[config.mk]
export PLATFORM = sky130hd
export DESIGN_NAME = conv_encoder
export DESIGN_NICKNAME = d
export VERILOG_FILES = /design/src/rtl/conv_encoder.sv
export SDC_FILE = /design/constraint.sdc
export NUM_CORES = 1
export LEC_CHECK = 0
export BUFFER_PORTS_ARGS = -buffer_cell sky130_fd_sc_hd__buf_4
export CORE_MARGIN = 2
export CORE_UTILIZATION = 40
export CTS_CLUSTER_SIZE = 8
export DETAILED_ROUTE_END_ITERATION = 16
export PLACE_DENSITY = 0.68
export SKIP_CTS_REPAIR_TIMING = 1
export SYNTH_ARGS = -nofsm -noshare
export SYNTH_HDL_FRONTEND = slang
export SYNTH_SLANG_ARGS = --single-unit
[constraint.sdc]
create_clock -name aclk -period 2.71 [get_ports aclk]
set_input_delay 0.542 -clock aclk [delete_from_list [all_inputs] [get_ports aclk]]
set_output_delay 0.542 -clock aclk [all_outputs]
set_load 0.005 [all_outputs]
[src/rtl/conv_encoder.sv]
// conv_encoder: IEEE 802.11a rate-1/2 K=7 convolutional encoder (g0=133, g1=171), WIDTH bits per beat.
// AXI-Stream in/out with a single output register stage; the 6-bit state clears at the end of each packet.
module conv_encoder #(
    parameter int WIDTH = 24
) (
    input  logic                 aclk,
    input  logic                 areset,
    input  logic [WIDTH-1:0]     s_axis_tdata,
    input  logic                 s_axis_tvalid,
    output logic                 s_axis_tready,
    input  logic                 s_axis_tlast,
    output logic [2*WIDTH-1:0]   m_axis_tdata,
    output logic                 m_axis_tvalid,
    input  logic                 m_axis_tready,
    output logic                 m_axis_tlast
);
    logic [5:0]           state;
    logic [WIDTH+5:0]     ext;
    logic [2*WIDTH-1:0]   coded;
    logic                 accept;

    assign s_axis_tready = !areset && (!m_axis_tvalid || m_axis_tready);
    assign accept        = s_axis_tvalid && s_axis_tready;
    // ext[i+6] is b(i); ext[i+6-k] is b(i-k), reaching into the previous beat via state
    assign ext           = {s_axis_tdata, state};

    always_comb begin
        coded = '0;
        for (int i = 0; i < WIDTH; i++) begin
            coded[2*i]   = ext[i+6] ^ ext[i+4] ^ ext[i+3] ^ ext[i+1] ^ ext[i];
            coded[2*i+1] = ext[i+6] ^ ext[i+5] ^ ext[i+4] ^ ext[i+3] ^ ext[i];
        end
    end

    always_ff @(posedge aclk) begin
        if (areset) begin
            state         <= '0;
            m_axis_tdata  <= '0;
            m_axis_tlast  <= 1'b0;
            m_axis_tvalid <= 1'b0;
        end else if (accept) begin
            state         <= s_axis_tlast ? 6'd0 : s_axis_tdata[WIDTH-1:WIDTH-6];
            m_axis_tdata  <= coded;
            m_axis_tlast  <= s_axis_tlast;
            m_axis_tvalid <= 1'b1;
        end else if (m_axis_tready) begin
            m_axis_tvalid <= 1'b0;
        end
    end
endmodule

==> summary.md <==
| Metric | Value |
|---|---|
| Outcome | `complete, no violations` |
| First-pass GRT wire length | `about 12 mm` |
| Worst r2r dst | `m_axis_tdata[22]` |
| Total GRT Usage | `0.149` |
| Combinational Power Share | `0.327` |
| Nets | `391` |
| Vias in the first global route | `2,193` |
| Most common cell in the netlist | `dfxtp_1` |
| Fin crit period | `about 1.7 ns` |
| Leakage power figure | `approximately 1.9 nW` |
| WL/cell | `~15 um` |
| Finish-stage setup viols | `0` |
| Syn Inst Count | `about 300` |
| CTS tree | `done` |
| Clk sinks | `56` |
| Final wirelength | `slightly below 7 mm` |
| Die H | `just under 100 um` |
| WS Path Type | `flip-flop to output port` |
| Worst Slack Setup Final | `about 1 ns` |
| Setup_tns | `0 ns` |
| Clk_lat worst skew | `between 0.3 and 0.4 ns` |
| Cts bufs inserted | `5` |
| Reg2reg path depth | `5` |
| Most frequent cells after synthesis | `dfxtp_1, nand2b_1, mux2i_1, xnor2_1, xnor3_1` |
| Clock root buffer | `clkbuf_8` |
| Die ar. | `between 9000 and 10,000 um2` |
| Max clock buf depth | `2` |
| Clock power share | `0.248` |
| Die width | `97.9 um` |
| CP arrival | `1.17 ns` |
| Worst min-delay path endpoint | `m_axis_tvalid` |
| Syn_area_per_cell | `between 10 and 15 um2` |
| Iteration-0 DRC Markers | `33` |
| Main synth FF type | `dfxtp_1` |
| Site row count | `34` |
| Share of layout cells above drive strength 1 | `0.284` |
| Max Cap Violations | `0` |
| Hold Path Class | `input port to flip-flop` |
| Hold_sp | `s_axis_tvalid` |
| Switching power share of the total | `0.272` |
| WHS Path Cells | `3` |
| Int Pwr | `1.71 mW` |
| Fin. Hold Viols | `0` |
| Initial antenna violation count | `0` |
| WP data required | `2.17 ns` |
| Crit. End Element | `output port` |
| Slew @ Worst Pin | `0.429 ns` |
| Pin count of the biggest net entering global routing | `34` |
| Initial core utilization | `0.408` |
| H-tree depth | `2` |
| Synth top area share | `0.318` |
| DP HPWL | `5.26 mm` |
| Sequential Power Share | `0.425` |
| Power per cell area | `between 500 and 600 nW/um2` |
| DP Worst Slack | `~0.82 ns` |
| Critical path fanouts, max | `10` |
| Seq/Total Area, Yosys | `0.318` |
| Post-route ant nets | `0` |
| PortBufs | `a little under 80` |
| CORE AREA | `between 8000 and 9000 um2` |
| Post-synth EDFFs | `0` |
| Area delta synth->final | `21.8%` |
| Synthesized cell area | `between 3000 and 4000 um2` |
| Max-slew headroom | `0.713` |
| Vias per cell | `roughly 4.7` |
| Synth area leaders | `dfxtp_1, xnor3_1, mux2i_1` |
| Startpoint Class | `flip-flop` |
| ANT cells | `0` |
| Length of the first detailed-routing pass in iterations | `4` |
| Post-synth net total | `325` |
| Post-synth cell types | `19` |
| Total number of vias | `about 2,200` |
| Peak VDD IR | `0.000252 V` |
| R2R Setup Slk | `1.26 ns` |
| Max Clk Rate | `0.583 GHz` |
| IO Count | `80` |
| Async set-or-reset flop fraction in the synthesized netlist | `0` |
| Total grt overflow | `0` |
| Skew final | `between 0.008 and 0.009 ns` |
| RSZ-0062 raised after global routing | `false` |
| Final RePlAce weighted congestion | `between 0.8 and 0.9` |
| Start of the worst register-to-register path | `m_axis_tvalid` |
| Area leader, netlist | `dfxtp_1` |
| Yosys reg bits | `56` |
| Fin crit share | `0.633` |
| Switch Pwr | `about 0.64 mW` |
| Detailed-route DRC error count | `0` |
| CTS clk-pin slew, worst paths | `approximately 0.11 ns` |
| Max Slew Vio Count | `0` |
| Tot Pwr | `approximately 2.3 mW` |
| Ys Warns | `0` |
==> cells by family after synthesis <==
| logic type | after synthesis | synth area share |
|---|---|---|
| buf+inv | 24 | 0.0341 |
| mux | 48 | 0.136 |
| simple gates | 63 | 0.113 |
| flops | 56 | 0.318 |
| compound gates | 14 | 0.0199 |
| xor+xnor | 91 | 0.379 |
==> critical path: stages, from the launching register on <==
cell	delay [ns]
dfxtp_1	0.36
nor2b_1	0.14
buf_4	0.18
nor2_1	0.05
buf_4	0.13
==> cell usage in the layout (no fill, tap or decap), types with 2 or more instances in the layout <==
cell	Yosys	final
a21oi_1	7	7
buf_4	4	83
clkbuf_8	0	6
dfxtp_1	56	56
mux2i_1	48	48
nand2b_1	50	50
nand4b_1	6	6
nor2_1	4	3
nor2b_1	2	2
o21ai_0	7	7
xnor2_1	47	47
xnor2_2	7	7
xnor3_1	26	26
xor2_2	3	3
xor3_1	6	6
==> final cells by class <==
type / count / area [um2]
Fill cell: 789 / 4340
Multi-Input combinational cell: 216 / 2290
Sequential cell: 56 / 1120
Timing Repair Buffer: 83 / 623
Tap cell: 108 / 135
Clock buffer: 6 / 82.6
Clock inverter: 2 / 38.8
==> registers in the layout (all words and copies together), names as in the netlist <==
signal / cells
state: 6
m_axis_tvalid: 1
m_axis_tdata: 48
m_axis_tlast: 1
==> worst max path at each step <==
stage / to / slack [ns] / startpoint / depth (start not counted)
detailed placement: m_axis_tdata[29] / 0.82 / areset / 5
CTS: s_axis_tready / 0.97 / m_axis_tvalid / 4
global route: s_axis_tready / 0.89 / m_axis_tvalid / 4
floorplan: s_axis_tready / 1.07 / areset / 3
finish: s_axis_tready / 1.0 / m_axis_tvalid / 4
global placement: m_axis_tdata[18] / 0.90 / areset / 5
==> power by group through the flow <==
stage	sequential, mW	clock [mW]	combinational [mW]
3_3_place_gp	1.01	0	0.767
4_1_cts	0.999	0.599	0.779
2_1_floorplan	1.02	0	0.491
5_1_grt	1.01	0.634	0.833
3_5_place_dp	1.02	0	0.774
6_report	0.997	0.581	0.766
==> layer usage <==
metal / share of wire / GRT usage
met2: 0.48 / 0.240
met5: 0 / 0
met3: 0.039 / 0.0251
met1: 0.48 / 0.211
met4: 0.0084 / 0.0353
==> through the flow <==
stage,area [um2],util,hold slack (ns),cells
after floorplan,3520,-,0.462,296
after global placement,4170,0.483,0.464,463
after detailed placement,4170,0.483,0.466,463
after CTS,4290,0.497,0.458,471
after global routing,4290,0.497,0.489,471
final,4290,0.497,0.462,471
Power figures use the tool's default switching activity.
